--- src/rtl/alu_multicycle.sv ---
// alu_multicycle: registered multi-cycle ALU with a START/BUSY/DONE handshake.
// Define ALU_MUL_EN to build the iterative shift-add multiplier on opcode 111.
module alu_multicycle #(
   parameter int WIDTH = 8,
   localparam int SHW = $clog2(WIDTH)
) (
   input  logic             CLK,
   input  logic             RESET,
   input  logic             START,
   input  logic [WIDTH-1:0] DATA1,
   input  logic [WIDTH-1:0] DATA2,
   input  logic [2:0]       SELECT,
   output logic [WIDTH-1:0] RESULT,
   output logic             ZERO,
   output logic             BUSY,
   output logic             DONE,
   output logic             ILLEGAL
);

   typedef enum logic [1:0] {IDLE, EXEC, FINISH} state_t;

   localparam logic [2:0] OP_FWD = 3'b000;
   localparam logic [2:0] OP_ADD = 3'b001;
   localparam logic [2:0] OP_AND = 3'b010;
   localparam logic [2:0] OP_OR  = 3'b011;
   localparam logic [2:0] OP_SUB = 3'b100;
   localparam logic [2:0] OP_SLL = 3'b101;
   localparam logic [2:0] OP_SRA = 3'b110;
`ifdef ALU_MUL_EN
   localparam logic [2:0] OP_MUL = 3'b111;
`endif

   state_t           state;
   logic [2:0]       op;
   logic [WIDTH-1:0] a;
   logic [WIDTH-1:0] b;
   logic [WIDTH-1:0] acc;
   logic [SHW:0]     cnt;

   assign ZERO = ~|RESULT;

   always_ff @(posedge CLK) begin
      if (RESET) begin
         state   <= IDLE;
         op      <= '0;
         a       <= '0;
         b       <= '0;
         acc     <= '0;
         cnt     <= '0;
         RESULT  <= '0;
         BUSY    <= 1'b0;
         DONE    <= 1'b0;
         ILLEGAL <= 1'b0;
      end else begin
         DONE    <= 1'b0;
         ILLEGAL <= 1'b0;
         unique case (state)
            IDLE: begin
               if (START) begin
                  a     <= DATA1;
                  b     <= DATA2;
                  op    <= SELECT;
                  acc   <= DATA1;
                  cnt   <= {1'b0, DATA2[SHW-1:0]};
                  BUSY  <= 1'b1;
                  state <= EXEC;
`ifdef ALU_MUL_EN
                  // multiplier runs one step per operand bit
                  if (SELECT == OP_MUL) begin
                     acc <= '0;
                     cnt <= (SHW+1)'(WIDTH);
                  end
`endif
               end
            end
            EXEC: begin
               state <= FINISH;
               unique case (op)
                  OP_FWD: acc <= b;
                  OP_ADD: acc <= a + b;
                  OP_AND: acc <= a & b;
                  OP_OR:  acc <= a | b;
                  OP_SUB: acc <= a + ~b + 1'b1;
                  OP_SLL: begin
                     if (cnt != '0) begin
                        acc   <= {acc[WIDTH-2:0], 1'b0};
                        cnt   <= cnt - 1'b1;
                        state <= EXEC;
                     end
                  end
                  OP_SRA: begin
                     if (cnt != '0) begin
                        acc   <= {acc[WIDTH-1], acc[WIDTH-1:1]};
                        cnt   <= cnt - 1'b1;
                        state <= EXEC;
                     end
                  end
`ifdef ALU_MUL_EN
                  OP_MUL: begin
                     if (cnt != '0) begin
                        if (b[0]) acc <= acc + a;
                        a     <= {a[WIDTH-2:0], 1'b0};
                        b     <= {1'b0, b[WIDTH-1:1]};
                        cnt   <= cnt - 1'b1;
                        state <= EXEC;
                     end
                  end
`else
                  default: acc <= '0;
`endif
               endcase
            end
            FINISH: begin
               RESULT <= acc;
               DONE   <= 1'b1;
               BUSY   <= 1'b0;
               state  <= IDLE;
`ifdef ALU_MUL_EN
               ILLEGAL <= 1'b0;
`else
               ILLEGAL <= (op == 3'b111);
`endif
            end
            default: state <= IDLE;
         endcase
      end
   end

endmodule
--- config.mk ---
export PLATFORM = sky130hd
export DESIGN_NAME = alu_multicycle
export DESIGN_NICKNAME = d
export VERILOG_FILES = /design/src/rtl/alu_multicycle.sv
export SDC_FILE = /design/constraint.sdc
export NUM_CORES = 1
export LEC_CHECK = 0
export CAP_MARGIN = 20
export CORE_AREA = 4 4 102 104
export DETAILED_ROUTE_END_ITERATION = 16
export DIE_AREA = 0 0 106 108
export DONT_BUFFER_PORTS = 1
export HOLD_SLACK_MARGIN = 0.12
export SETUP_SLACK_MARGIN = 0.15
export SLEW_MARGIN = 30
export SYNTH_ARGS = -nofsm -noshare
export SYNTH_HDL_FRONTEND = slang
export SYNTH_SLANG_ARGS = --single-unit
--- constraint.sdc ---
create_clock -name CLK -period 4.9 [get_ports CLK]
set_input_delay 0 -clock CLK [delete_from_list [all_inputs] [get_ports CLK]]
set_output_delay 0 -clock CLK [all_outputs]
set_load 0.05 [all_outputs]
==> impl_metrics.ini, run 1 <==
[timing]
finalHoldViolations = 0
finalSetupTns_ns = 0
period_needed_ns = 2.45
hold_ws_ns = 0.353
relSlewSlack_pct = 41.3
worst_slew_pin_slew_ns = 0.877
fmax_mhz = 408
rsz0062_at_grt = false
finalCritPeriodShare_pct = 50.1
setup_slack_ns = 2.45
setup_viol = 0
slew_viol_final = 0
fin_worst_skew_ns = 0.00950

[clock_tree]
h-tree-depth = 2
cts_buffer_depth = 2
cts.sinks = 44
clk_pin_slew_worst_paths_ns = 0.09
cts_root_buffer = clkbuf_8
tritoncts = done
clk_latency_ns = 0.31
cts_buffers = 5

[synthesis]
synth_top_cell_by_area = dfxtp_1
synth_area_leaders = dfxtp_1, ha_1, nand2_1
synthArstFlopShare_pct = 0
synthTopCellsByCount = nand2_1, a21oi_1, dfxtp_1
yosysSeqAreaShare_pct = 30.2
synth-simple-area-share_pct = 20.8
ys.flop_type = dfxtp_1
synthMuxAreaShare_pct = 4.21
syn_nets = 429
ys_warn_count = 0
ys_types = 51
synth_top_family_by_area = compound AO/OA/AOI/OAI gates
synth_fa_ha_area_share_pct = 12.1
synthXorXnorAreaFrac_pct = 1.50
syn_inst = 380
synth_compound_area_share_pct = 23.9
syn_avg_cell_area_sq_um = 7.67
yosysTopAreaCellShare_pct = 30.2
synth_edf_count = 0
netlist_area_sq_mm = 0.00291
ys_ff_latch = 44
synth.most_common_cell = nand2_1

[cells_and_area]
drive_gt1_share_pct = 4.08
synthToLayoutAreaGrowth_pct = 15.8
final_cells = 525
num_antenna_cells = 0
fillers = 1043
nets = 440

[worst_hold_path]
hp-class = input port to flip-flop
min-delay-start = START
hold_depth = 3
hold_end = b[6]

[placed_design]
dpl_worst_slack_ns = 2.50
hpwlAfterDp_mm = 5.76
place.gp.congestion = 0.944
placedCellCount = 490
portBuffers = 0

[grt]
grt_pass1_vias = 2790
grt_antenna_before_repair = 0
grt-ovfl-total = 0
grt_max_degree = 46
met2_usage_pct = 24.7
grt_pass1_wl_mm = 13.5
grt.busiest_layer = met2
gr-usage-all-layers_pct = 14.6
use_met1_pct = 19.1
grt_use_met3_pct = 2.15

[setup_path]
cp-end-kind = flip-flop
worstSetupStartpointType = flip-flop
regToRegEndpoint = acc[5]
path_class = flip-flop to flip-flop
ff2ff_path_depth = 5
critPathRequiredTime_ns = 5.13
r2r-start = op[0]
crit_fanout = 18
rrSetupSlack_ns = 2.45
crit_arrival_ns = 2.68

[pwr]
ir_drop_v = 0.000135
powerDensity_mw_per_mm2 = 275
p_leak_nw = 1.26

[floorplanning]
dieArea_sq_mm = 0.0114
fp.dieH_um = 108
core-area_sq_mm = 0.00955
die_w_um = 106
start_util_pct = 30.5
rows = 36
io_pins = 34

[route]
firstDrtPassIters = 4
post_drt_wl_per_cell_um = 15.1
viasPerCell = 5.20
drtIter0Drc = 263
drc_errors = 0
drtAntennaViolNets = 0
routed_wl_mm = 7.94
num_vias = 2729

[job]
max-cap-violations = 0

[status]
outcome = completed
[kinds of logic after synthesis]
logic type               after synthesis
multiplexers                          11
AO/OA/AOI/OAI                        107
adder cells (fa/ha/maj)               27
XOR/XNOR                               5
AND/OR/NAND/NOR                      135
flip-flops                            44
buffers and inverters                 51
[where the power goes]
group          internal, W  switching, W
clock             0.000154      0.000147
sequential        0.000378     0.0000314
combinational    0.0000917      0.000127
[through the flow]
step                      total power (W)  util, %  cell area (sq um)
after detailed placement         0.000607     31.2               2980
after global routing             0.000974     35.3               3370
after CTS                        0.000929     35.3               3370
final                            0.000929     35.3               3370
after floorplan                  0.000571        -               2910
after global placement           0.000604     31.2               2980
[registers in the layout (all words and copies together), names as in the netlist, 2 cells and up]
| signal | count |
|---|---|
| state | 2 |
| b | 8 |
| cnt | 4 |
| RESULT | 8 |
| acc | 8 |
| op | 3 |
| a | 8 |
[routing by layer]
layer	part of all wire [%]	vias up	wire length, um
met3	4.2	15	334
li1	-	1349	-
met2	48	70	3830
met4	1.6	0	129
met1	46	1295	3640
met5	0	-	0
[what timing repair did]
item	4_1_cts	5_1_grt
hold buffers	27	0
resized for setup	0	0
endpoints found under the setup margin	0	0
buffers inserted	0	0
endpoints found under the hold margin	44	0
[how the worst max path moves through the flow]
stage,to,cells after the start,from
6_report,acc[5],5,op[0]
5_1_grt,cnt[3],6,op[0]
4_1_cts,acc[5],5,op[0]
3_5_place_dp,acc[5],5,op[0]
3_3_place_gp,acc[5],6,op[0]
2_1_floorplan,acc[6],9,b[3]
[area by class of cell]
class                           count  area, sq um  area share (%)
Timing Repair Buffer               28          288            8.53
Multi-Input combinational cell    285         1820            54.0
Clock buffer                        5         68.8            2.04
Inverter                           27          101            3.00
Tap cell                          133          166            4.93
Clock inverter                      3         46.3            1.37
Sequential cell                    44          881            26.1
[critical path: stages, from the launching register on]
cell and delay, ns:
dfxtp_1 0.74, nor2b_1 0.24, o21a_1 0.27, a311o_1 0.50, or3_4 0.41, o32ai_2 0.21
[layout by cell type, fill, tap and decap left out, types with 2 or more instances in the layout]
cell type      instances
a211oi_1               5
a21boi_1               4
a21o_1                 2
a21oi_1               45
a221o_1                3
a221oi_1               8
a22oi_1                2
a31oi_1                3
clkbuf_8               5
dfxtp_1               44
dlygate4sd3_1         26
fa_1                   2
ha_1                  25
inv_1                 25
inv_2                  2
mux2i_1               10
nand2_1               69
nand2b_1               5
nand3_1                6
nor2_1                25
nor2b_1                5
nor3_1                 9
nor3b_1                6
nor4_1                 3
o21a_1                 2
o21ai_0               12
o21bai_1               2
o221ai_1               3
o22ai_1                5
or4_1                  2
xnor2_1                2
xor2_1                 3
Power figures use the tool's default switching activity.
==> run 2, diff against run 1 <==
Clock period 4.9 ns to 2.06 ns, I/O delays scaled along.
==> run 2 against run 1 <==
Compared with the run above:
- the flow now finishes with violations (hold timing, setup timing)
- die area is the same
- worst setup slack worse by 2.4 ns
- routed wire length rose by 10%
- flip-flop and latch count stayed put
- worst hold slack lost 0.59 ns
- first-iteration DRC count fell by 17%
- non-clock buffer count rose by 38
- via count is 6.0% higher
- maximum frequency up 19%
- global-route usage up 0.98 points
- combinational power grew to 2.9 times the previous value
- clock-buffer cell count is 1 higher
- critical path type unchanged
- critical endpoint is now acc[2]
- largest power group unchanged
- highest routed layer unchanged
==> impl_metrics.ini, run 2 (same netlist as run 1, synthesis figures left out) <==
[placed_design]
portBuffers = 0
dpl_worst_slack_ns = 0.0191
hpwlAfterDp_mm = 6.43
place.gp.congestion = 0.867

[route]
firstDrtPassIters = 4
drtIter0Drc = 217
drc_errors = 0
viasPerCell = 5.14
routed_wl_mm = 8.75
post_drt_wl_per_cell_um = 15.5
num_vias = 2893
drtAntennaViolNets = 0

[clock_tree]
h-tree-depth = 2
cts_root_buffer = clkbuf_8
tritoncts = done
cts_buffer_depth = 2
clk_pin_slew_worst_paths_ns = 0.09
clk_latency_ns = 0.30
cts_buffers = 5
cts.sinks = 44

[timing]
period_needed_ns = 2.06
rsz0062_at_grt = true
worst_slew_pin_slew_ns = 0.541
slew_viol_final = 0
fmax_mhz = 485
setup_viol = 1
fin_worst_skew_ns = 0.00694
hold_ws_ns = -0.238
setup_slack_ns = -0.00199
finalCritPeriodShare_pct = 100
finalHoldViolations = 13
relSlewSlack_pct = 63.9

[setup_path]
cp_cell_sequence = ha_2 > fa_2 > xor2_1 > mux4_2 > o221ai_2 > a21oi_1 > a21oi_1 > nor2_1
crit_fanout = 4
critPathBufInv = 0
crit_arrival_ns = 2.27
cpMostUsedCell = a21oi_1
worstSetupStartpointType = flip-flop
crit_path_max_incr_delay_ns = 0.45
path_delay_family = adder cells
path_class = flip-flop to flip-flop
cp-end-kind = flip-flop
cpMaxStageDelayCell = mux4_2
critPathRequiredTime_ns = 2.27

[worst_hold_path]
hp-class = input port to flip-flop

[grt]
grt_max_degree = 46
gr-usage-all-layers_pct = 15.5
grt_antenna_before_repair = 0
grt_pass1_wl_mm = 14.3
grt_pass1_vias = 2884
grt-ovfl-total = 0

[cells_and_area]
drive_gt1_share_pct = 17.9
fillers = 985
synthToLayoutAreaGrowth_pct = 30.5
mostFrequentLayoutCell = nand2_1
final_cell_mix = nand2_1, a21oi_1, dfxtp_1
nets = 478
num_antenna_cells = 0

[pwr]
ir_drop_v = 0.000363
power_w = 0.00229
p_leak_nw = 1.53
powerDensity_mw_per_mm2 = 602

[status]
outcome = complete, but fails checks
violations = hold timing, setup timing

[floorplanning]
core-area_sq_mm = 0.00955
die_w_um = 106
rows = 36
fp.dieH_um = 108
dieArea_sq_mm = 0.0114
io_pins = 34
start_util_pct = 30.5

[job]
max-cap-violations = 0
[run 2: cell types whose count changed in the layout (fill, tap and decap cells not counted), sizes merged]
cell         previous run  this run
dlygate4sd3            26        31
buf                     2        35
clkinvlp                1         0
clkinv                  0         1
inv                    28        27
clkbuf                  5         6
[run 2: worst reg2reg max path: cells and delay by family, from the launching register on]
| kind | cells | cell delay (ns) |
|---|---|---|
| xor+xnor | 1 | 0.17 |
| fa+ha+maj | 2 | 0.58 |
| flops | 1 | 0.36 |
| compound gates | 3 | 0.36 |
| simple gates | 1 | 0.05 |
| mux | 1 | 0.45 |
[run 2: cell type report]
| class | instances | area [sq um] | share of cell area, % |
|---|---|---|---|
| timing repair buffer | 66 | 577 | 15.2 |
| inverter | 27 | 101 | 2.67 |
| multi-input combinational | 285 | 1970 | 51.7 |
| sequential | 44 | 885 | 23.3 |
| tap | 133 | 166 | 4.38 |
| clock buffer | 6 | 72.6 | 1.91 |
| clock inverter | 2 | 35.0 | 0.921 |
[run 2: power breakdown]
part / internal [W] / leakage (nW) / switching, W
registers: 0.000900 / 0.361 / 0.0000657
clock network: 0.000361 / 0.0552 / 0.000323
logic: 0.000306 / 1.11 / 0.000334
[run 2: timing repair]
action / 4_1_cts / 5_1_grt
gates resized for setup: 11 / 13
hold buffers: 30 / 1
hold endpoints to repair: 44 / 14
endpoints found under the setup margin: 6 / 17
setup buffers: 0 / 3
pin swaps: 5 / 3
[run 2: layer usage]
metal / wire length [um] / GRT usage [%] / share of wire (%)
met5: 0 / 0 / 0
met4: 180 / 5.55 / 2.1
met3: 487 / 2.57 / 5.6
met2: 4180 / 25.8 / 48
met1: 3900 / 20.5 / 45
[run 2: path summary, 6_finish.rpt]
kind,startpoint,end,slack (ns),cells past startpoint
min,RESET,acc[7],-0.24,1
max,b[0],acc[2],-0.002,8
max reg2reg,b[0],acc[2],-0.002,8
min reg2reg,cnt[2],cnt[2],0.53,2
[run 2: stage by stage]
stage | utilization [%] | std cells | hold slack, ns | cell area, sq um | TNS (ns)
3_5_place_dp | 34.0 | 521 | 0.0751 | 3250 | 0
6_report | 39.8 | 563 | -0.238 | 3800 | -0.00199
4_1_cts | 38.8 | 559 | -0.244 | 3710 | 0
3_3_place_gp | 34.0 | 521 | 0.0755 | 3250 | 0
2_1_floorplan | - | 380 | 0.128 | 2960 | 0
5_1_grt | 39.8 | 563 | -0.247 | 3800 | -0.0892
